### config.mk
export PLATFORM = sky130hd
export DESIGN_NAME = fetch_sequencer
export DESIGN_NICKNAME = d
export VERILOG_FILES = /design/src/rtl/fetch_sequencer.sv
export SDC_FILE = /design/constraint.sdc
export NUM_CORES = 1
export LEC_CHECK = 0
export BUFFER_PORTS_ARGS = -buffer_cell sky130_fd_sc_hd__buf_2
export CORE_MARGIN = 10
export CORE_UTILIZATION = 53
export CTS_BUF_LIST = sky130_fd_sc_hd__clkbuf_4 sky130_fd_sc_hd__clkbuf_8
export CTS_CLUSTER_DIAMETER = 120
export DETAILED_ROUTE_END_ITERATION = 16
export GPL_TIMING_DRIVEN = 0
export PLACE_DENSITY = 0.82
export SYNTH_ARGS = -nofsm -noshare
export SYNTH_HDL_FRONTEND = slang
export SYNTH_SLANG_ARGS = --single-unit
export TNS_END_PERCENT = 30
### constraint.sdc
create_clock -name clk -period 3.2 [get_ports clk]
set_clock_uncertainty 0.2 [all_clocks]
set_input_delay 0 -clock clk [delete_from_list [all_inputs] [get_ports clk]]
set_output_delay 0 -clock clk [all_outputs]
set_load 0.05 [all_outputs]
### src/rtl/fetch_sequencer.sv
// IF-stage fetch sequencer: owns pc_r, runs the imem req/gnt/rvalid handshake, buffers one instr.
// Optional misaligned-redirect fault enabled by defining FETCH_ALIGN_CHECK_EN.
module fetch_sequencer #(
  parameter logic [31:0] RESET_PC = 32'h0000_3000
`ifdef FETCH_ALIGN_CHECK_EN
  ,
  parameter logic [31:0] EXC_VECTOR = 32'h0000_4180
`endif
) (
  input  logic        clk,
  input  logic        rstn,
  input  logic        stall_i,
  input  logic        redirect_i,
  input  logic [31:0] redirect_pc_i,
  output logic        imem_req_o,
  output logic [31:0] imem_addr_o,
  input  logic        imem_gnt_i,
  input  logic        imem_rvalid_i,
  input  logic [31:0] imem_rdata_i,
  output logic        if_valid_o,
  output logic [31:0] if_pc_o,
  output logic [31:0] if_instr_o,
  output logic        exc_o
);

  typedef enum logic [1:0] {
    BOOT,
    REQ,
    WAIT
  } state_t;

  state_t      state, state_nx;
  logic [31:0] pc_r, pc_nx;
  logic [31:0] fetch_pc, fetch_pc_nx;
  logic        kill, kill_nx;
  logic        load;
  logic        grant;
  logic [31:0] tgt;

`ifdef FETCH_ALIGN_CHECK_EN
  logic fault;
  logic exc_r;

  assign fault = redirect_i && (redirect_pc_i[1:0] != 2'b00);
  assign tgt   = fault ? EXC_VECTOR : redirect_pc_i;
  assign exc_o = exc_r;

  always_ff @(posedge clk or negedge rstn) begin
    if (!rstn) exc_r <= 1'b0;
    else       exc_r <= fault;
  end
`else
  assign tgt   = redirect_pc_i;
  assign exc_o = 1'b0;
`endif

  // No new request while a held instruction is waiting on a stall.
  assign imem_req_o  = (state == REQ) && !(if_valid_o && stall_i);
  assign imem_addr_o = pc_r;
  assign grant       = imem_req_o && imem_gnt_i;

  always_comb begin
    state_nx    = state;
    pc_nx       = pc_r;
    fetch_pc_nx = fetch_pc;
    kill_nx     = kill;
    load        = 1'b0;
    unique case (state)
      BOOT: state_nx = REQ;
      REQ: begin
        if (grant) begin
          state_nx    = WAIT;
          fetch_pc_nx = pc_r;
          kill_nx     = redirect_i;
        end
      end
      WAIT: begin
        if (imem_rvalid_i) begin
          state_nx = REQ;
          kill_nx  = 1'b0;
          load     = !kill && !redirect_i;
        end else if (redirect_i) begin
          kill_nx = 1'b1;
        end
      end
      default: state_nx = BOOT;
    endcase
    if (redirect_i) pc_nx = tgt;
    else if (grant) pc_nx = pc_r + 32'd4;
  end

  always_ff @(posedge clk or negedge rstn) begin
    if (!rstn) begin
      state    <= BOOT;
      pc_r     <= RESET_PC;
      fetch_pc <= '0;
      kill     <= 1'b0;
    end else begin
      state    <= state_nx;
      pc_r     <= pc_nx;
      fetch_pc <= fetch_pc_nx;
      kill     <= kill_nx;
    end
  end

  always_ff @(posedge clk or negedge rstn) begin
    if (!rstn) begin
      if_valid_o <= 1'b0;
      if_pc_o    <= '0;
      if_instr_o <= '0;
    end else if (redirect_i) begin
      if_valid_o <= 1'b0;
    end else if (load) begin
      if_valid_o <= 1'b1;
      if_pc_o    <= fetch_pc;
      if_instr_o <= imem_rdata_i;
    end else if (if_valid_o && !stall_i) begin
      if_valid_o <= 1'b0;
    end
  end

endmodule

Word level (Yosys, flattened, before mapping) --
Index checks and enable logic that the tools add are counted. W data, S select, Z words.
Word-level totals: memories 0, register bits after elaboration 132, logic and storage cells 45, latch bits 0, bits in writable memories 0, output and inout bits 99, bits in read-only memories 0
Operators by class: shift-type cells 0, magnitude comparators 0, bitwise gates (word level) 1, eq/ne operators 5, muxes and demuxes 14, divide/modulo/power cells 0, $add $sub $neg 1, reduce and logical (&&, ||, !) cells 17, $mul 0
Operator list (count):
- $mux W32 | 2
- $add A32 B3 Y32 const B | 1
- $mux W1 | 8
- $pmux W2 S3 | 1
- $reduce_and A2 Y1 | 3
- $logic_and A1 B1 Y1 | 5
- $logic_not A1 Y1 | 4
- $mux W2 | 2
- $ne A2 B2 Y1 const B | 2
- $reduce_bool A2 Y1 | 2
- $ne A3 B3 Y1 const B | 1
- $reduce_and A3 Y1 | 1
- $reduce_bool A3 Y1 | 1
- $eq A2 B1 Y1 const B | 1
- $eq A2 B2 Y1 const B | 1
- $logic_not A2 Y1 | 1
- $pmux W1 S2 | 1
- $not A1 Y1 | 1

Longest topological paths before layout --
Gate-level depths: netlist (run 1).
depth after elaboration 6, gate-level depth with buffers 7, mapped depth without buffers 5

Least setup slack after synthesis (run 1) --
OpenSTA, ideal clock, no wires.
kind register to register, start point register pc_r[2], in the netlist imem_addr_o[2], end point register pc_r[18], in the netlist imem_addr_o[18], arrival 2.336 ns, stages on the path, launching flop included 7, path slack 0.582 ns, data required time 2.918 ns, library setup time 0.082 ns, path through dfrtp_1 -> ha_1 -> nand4_1 -> or4_1 -> clkbuf_1 -> or4_1 -> a31oi_1
On the way: word-level cells in the longest chain between the ends 3
RTL lines:
- start: declaration | RTL line 33 | logic [31:0] pc_r, pc_nx;
- start signal: assignment | RTL line 100 | pc_r <= pc_nx;
- $add A32 B3 Y32 | RTL line 89 | else if (grant) pc_nx = pc_r + 32'd4;
- $mux W32 | RTL line 89
- $mux W32 | RTL line 88 | if (redirect_i) pc_nx = tgt;
No other way between the ends. The select of a mux whose other input is x is not followed. A chain may end at the register's enable or synchronous reset.

Worst setup path after layout (run 1) --
start point register pc_r[2], in the netlist imem_addr_o[2], end point register pc_r[12], in the netlist imem_addr_o[12]
The elaborated chain is that of the path after synthesis.

==> metrics.md, run 1 <==
| Metric | Value |
|---|---|
| DR WL met2 | approximately 8000 um |
| Area of the core | approximately 10000 um^2 |
| Final Hold Viols | 0 |
| Leak | 3.72 nW |
| DR WL/cell | 19.7 um |
| Detailed Place HPWL | around 11000 um |
| Remaining Overflow, GRT | 0 |
| Vias/cell | around 5.6 |
| Slew HR | 0.374 |
| Critical path capture point type | register |
| DRC Markers | 0 |
| Syn Area/Cell | roughly 13 um^2 |
| Buffer levels on the longest clock path | 2 |
| Post-synth cell types | 34 |
| H-tree depth | 4 |
| Min Tclk post-route | about 3.0 ns |
| Clk Latency, worst-skew pair | ~0.43 ns |
| Syn_nets | about 520 |
| Clock tree from TritonCTS | yes |
| Die extent in y | about 120 um |
| Setup tns final | 0 ns |
| Commonest non-fill, non-tap cells in the layout | 166 x buf_2, 130 x dfrtp_1, 93 x mux2_2 |
| Resized Gates After CTS | 0 |
| Yosys Warn Count | 0 |
| Arr. time, crit path | 3.22 ns |
| 1st-iter DRT viols | ~370 |
| Rows | 37 |
| Pwr Density | just over 900 nW/um^2 |
| Critical path data required time | ~3.4 ns |
| Worst slew pin tran | slightly above 0.9 ns |
| VDD IR max | 685 uV |
| Metal1 wirelength | just under 7000 um |
| Placer's final routability congestion estimate | about 0.9 |
| Netlist Area Pre-Place | 5620 um^2 |
| CTS Buf Count | 17 |
| Total track usage | 0.227 |
| Syn-to-layout area delta | 41.3% |
| Worst min-delay path class | primary input to register |
| Quantity of I/O buffers inserted on ports | between 150 and 200 |
| Commonest non-fill, non-tap cell in the layout | buf_2 |
| First-pass GRT wire length | approximately 27000 um |
| Startpoint Class | register |
| Number of flops mapped to enable cells by yosys | 0 |
| Outcome | completed |
| Fmax | between 300 and 400 MHz |
| Final setup violating endpoints | 0 |
| Initial core utilization | 0.544 |
| Critical path class | register to register |
| Antenna-violating nets left | 0 |
| Yosys reg bits | around 130 |
| DRT Pass-1 Iters | 6 |
| Power, Total | 7.41 mW |
| Final net count | roughly 790 |
| Vias in the first global route | about 5.1k |
| Slew Viols, Final | 0 |
| Async SR Flop Fraction | 1.00 |
| Routed wire length | ~17000 um |
| Sequential area share after synthesis | 0.588 |
| I/O pin total | about 170 |
| Main flop type after synthesis | dfrtp_1 |
| Max-cap violations | 0 |
| Routed wl met3 | 1790 um |
| Fraction of layout cells with a size suffix above 1 | 0.417 |
| Max Used Layer | met4 |
| Critical-path maximum fanout | 10 |
| Antenna violations before repair | 0 |
| Largest net degree at the start of global routing | 91 |
| Reg clk slew, reported paths | 0.07 ns |
| Mapped Cells | roughly 450 |
| Vias | between 4k and 5k |
| Die span in x | 123 um |
| Clock sink total | between 100 and 150 |
| Fin crit share | 0.951 |
| Die Area | ~15000 um^2 |
| RSZ-0062 raised after global routing | false |
| CTS root buf | clkbuf_8 |
-- cell type report --
| class | count | area, um^2 |
|---|---|---|
| flip-flops and latches | 132 | 3310 |
| diodes | 1 | 2.50 |
| clock inverters | 10 | 169 |
| repair buffers | 249 | 1690 |
| plain buffers | 27 | 120 |
| fillers | 660 | 2380 |
| clock buffers | 22 | 297 |
| inverters | 6 | 22.5 |
| well taps | 136 | 170 |
| multi-input cells | 281 | 2170 |
-- routing by layer --
layer  vias up  GRT usage
li1       2189          -
met1      2383      0.275
met2       243      0.365
met3        32     0.0857
met4         0     0.0852
met5         -          0
-- Yosys cell counts, types with 3 or more instances --
library cell / count / area (um^2)
nand3_1: 18 / 90.1
dfrtp_1: 130 / 3250
nand2_1: 25 / 93.8
or4_1: 21 / 158
clkbuf_1: 24 / 90.1
nor4_1: 3 / 18.8
xor2_1: 3 / 26.3
nand2b_1: 3 / 18.8
a31oi_1: 17 / 106
nand4_1: 12 / 75.1
o21ai_0: 18 / 90.1
nor2_1: 19 / 71.3
inv_1: 6 / 22.5
mux2_2: 93 / 1050
and4_1: 3 / 26.3
and3_1: 3 / 18.8
nor2b_1: 5 / 31.3
xnor2_1: 3 / 26.3
o211ai_1: 4 / 30.0
o31ai_1: 15 / 113
-- final timing paths --
| path | from | end | slack [ns] | cells past startpoint |
|---|---|---|---|---|
| max | imem_addr_o[2] | imem_addr_o[12] | 0.16 | 7 |
| min | imem_rdata_i[5] | if_instr_o[5] | 0.13 | 3 |
| max reg2reg | imem_addr_o[2] | imem_addr_o[12] | 0.16 | 7 |
| min reg2reg | fetch_pc[6] | fetch_pc[6] | 0.29 | 2 |
| max in group asynchronous | rstn | imem_addr_o[12] | 1.87 | 4 |
| min in group asynchronous | rstn | if_instr_o[26] | 0.46 | 4 |
-- repair_timing --
action / 4_1_cts / 5_1_grt
setup endpoints to repair: 0 / 1
setup buffers: 0 / 2
endpoints found under the hold margin: 200 / 0
hold buffers: 79 / 0
-- worst max-delay path, cell delays in order (launching register included) --
cell	delay [ns]
dfrtp_1	0.45
ha_1	0.25
nand4_1	0.19
or4_1	0.51
clkbuf_1	0.24
or4_1	0.46
nand3_1	0.11
dlygate4sd3_1	0.57
-- through the flow --
stage	instance area, um^2	setup slack, ns	utilization	std cells	hold slack [ns]
finish	7940	0.156	0.769	864	0.134
global route	7940	0.00625	0.769	863	0.117
CTS	7930	0.100	0.768	861	0.112
detailed placement	6660	0.568	0.645	750	-0.256
global placement	6630	0.316	0.642	749	0.00880
floorplan	5620	0.582	-	446	-0.496
-- where the power goes --
group	internal, mW	switching, mW
Clock	0.948	0.654
Combinational	0.957	2.18
Sequential	2.30	0.372
-- sequential cells by signal, indices dropped and copies added (netlist names) --
register,cells
if_instr_o,32
fetch_pc,32
imem_addr_o,32
if_valid_o,1
kill,1
state,2
if_pc_o,32
-- cell families (layout without fill, tap and decap cells) --
kind of cell | after synthesis | in the layout | share of synthesized area
xor gates and xnor gates | 6 | 6 | 0.00935
AOI/OAI and AO/OA | 59 | 59 | 0.0663
DFF | 132 | 132 | 0.588
adders and majority gates | 1 | 1 | 0.00223
and+or+nand+nor | 119 | 119 | 0.118
other | 1 | 2 | 0.000667
buffers and inverters | 33 | 314 | 0.0254
muxes | 95 | 95 | 0.190
Note: power is estimated with default switching activity, not from simulation.
==> run 2, diff against run 1 <==
PLACE_DENSITY = 0.91   (was 0.82)
==> run 2 against run 1 <==
Net effect: combinational power is essentially flat; total power shrank 3.5%; sequential cell count is the same; worst setup slack gained 0.028 ns; utilization shrank 0.82 points; design area shrank 1.1%; highest routed layer unchanged; sequential power is essentially flat; register-to-register slack gained 0.03 ns; clock power shrank 19%; final cell count is the same; largest power group unchanged; via count grew 1.8%; fmax grew 0.91%.
==> metrics.md, run 2 (same netlist as run 1, synthesis figures left out) <==
| Metric | Value |
|---|---|
| Routed wire length | approximately 18000 um |
| Slew HR | 0.353 |
| Slew Viols, Final | 0 |
| CTS root buf | clkbuf_8 |
| Power, Total | 7.15 mW |
| Min Tclk post-route | 3.02 ns |
| Critical-path maximum fanout | 10 |
| Antenna-violating nets left | 0 |
| Slowest cell on the critical path | dlygate4sd3_1 |
| Startpoint Class | register |
| Commonest non-fill, non-tap cell in the layout | buf_2 |
| Vias/cell | between 5 and 6 |
| Critical path capture point type | register |
| Worst Path Buf+Inv | 2 |
| Fin crit share | 0.943 |
| First-pass GRT wire length | approximately 28000 um |
| Rows | 37 |
| Syn-to-layout area delta | 39.8% |
| Placer's final routability congestion estimate | between 0.8 and 0.9 |
| Final setup margin | 0.183 ns |
| Clock tree from TritonCTS | yes |
| Post-Route Utilization | 0.761 |
| Setup tns final | 0 ns |
| CTS Buf Count | 17 |
| Pwr Density | 909 nW/um^2 |
| Critical Path Max Stage Delay | ~0.55 ns |
| RSZ-0062 raised after global routing | false |
| Antenna violations before repair | 0 |
| Crit path depth | 7 |
| Critical path data required time | 3.38 ns |
| N_diodes | 0 |
| Fraction of layout cells with a size suffix above 1 | 0.416 |
| Worst slew pin tran | ~0.96 ns |
| 1st-iter DRT viols | about 420 |
| Most common cell on crit path | or4_1 |
| Final net count | between 700 and 800 |
| I/O pin total | about 170 |
| Hold Path Depth | 4 |
| Clk Latency, worst-skew pair | ~0.43 ns |
| Vias | around 4.9k |
| Reg2Reg Depth | 7 |
| Outcome | completed |
| H-tree depth | 4 |
| Arr. time, crit path | 3.20 ns |
| Total track usage | 0.236 |
| CP top delay family | simple AND/OR/NAND/NOR gates |
| Critical path class | register to register |
| Clock sink total | between 100 and 150 |
| Reg clk slew, reported paths | about 0.08 ns |
| Max-cap violations | 0 |
| Die extent in y | approximately 120 um |
| Vias in the first global route | around 5.2k |
| Quantity of I/O buffers inserted on ports | around 170 |
| Final setup violating endpoints | 0 |
| Resized Gates After CTS | 0 |
| Fillers | about 660 |
| Crit-path cells | ha_1, nand4_1, or4_1, clkbuf_1, or4_1, nand3_1, dlygate4sd3_1 |
| Leak | 3.68 nW |
| Hold Slack | 0.120 ns |
| Commonest non-fill, non-tap cells in the layout | 166 x buf_2, 130 x dfrtp_1, 93 x mux2_2 |
| Largest net degree at the start of global routing | 69 |
| DRT Pass-1 Iters | 6 |
| Die span in x | 123 um |
| Worst min-delay path class | primary input to register |
| DR WL/cell | between 20 and 25 um |
| Remaining Overflow, GRT | 0 |
| Setup WS pre-CTS | about 0.63 ns |
| Buffer levels on the longest clock path | 2 |
| Fmax | around 330 MHz |
| Area of the core | a little over 10000 um^2 |
| Initial core utilization | 0.544 |
| Detailed Place HPWL | about 12000 um |
| VDD IR max | ~630 uV |
| Final Hold Viols | 0 |
| Die Area | around 15000 um^2 |
| DRC Markers | 0 |
-- run 2: report_power, final --
part	internal [mW]	leakage, nW	switching, mW	total [mW]
sequential	2.30	1.61	0.392	2.69
clock	0.616	0.175	0.679	1.30
combinational	0.964	1.90	2.20	3.16
total	3.88	3.68	3.27	7.15
-- run 2: final timing paths --
| path | startpoint | end | slack (ns) |
|---|---|---|---|
| min reg2reg | fetch_pc[6] | fetch_pc[6] | 0.29 |
| max in group asynchronous | rstn | imem_addr_o[13] | 1.97 |
| max reg2reg | imem_addr_o[2] | imem_addr_o[12] | 0.18 |
| min in group asynchronous | rstn | if_instr_o[16] | 0.48 |
| max | imem_addr_o[2] | imem_addr_o[12] | 0.18 |
| min | redirect_pc_i[7] | imem_addr_o[7] | 0.12 |
-- run 2: metrics by stage --
stage | instances | area (um^2)
finish | 864 | 7860
global route | 864 | 7860
CTS | 862 | 7840
detailed placement | 750 | 6660
global placement | 749 | 6630
floorplan | 446 | 5620
-- run 2: area by class of cell --
cell class | count | area [um^2] | share of cell area
flip-flops and latches | 132 | 3310 | 0.421
multi-input cells | 281 | 2170 | 0.276
inverters | 6 | 22.5 | 0.00287
well taps | 136 | 170 | 0.0217
repair buffers | 250 | 1700 | 0.217
clock buffers | 17 | 234 | 0.0298
clock inverters | 15 | 131 | 0.0167
plain buffers | 27 | 120 | 0.0153
-- run 2: timing repair --
action,4_1_cts,5_1_grt
hold buffers,80,0
endpoints found under the setup margin,0,1
endpoints found under the hold margin,200,0
buffers inserted,0,2
-- run 2: routing by layer --
layer,global-route usage,part of all wire
met5,0,0
met3,0.0839,0.10
met1,0.263,0.37
met4,0.0721,0.022
met2,0.414,0.51
-- run 2: worst min-delay path, cell delays in order --
cell and delay [ns]:
dlygate4sd3_1 0.53, buf_2 0.10, nand2_1 0.04, nand3_1 0.05
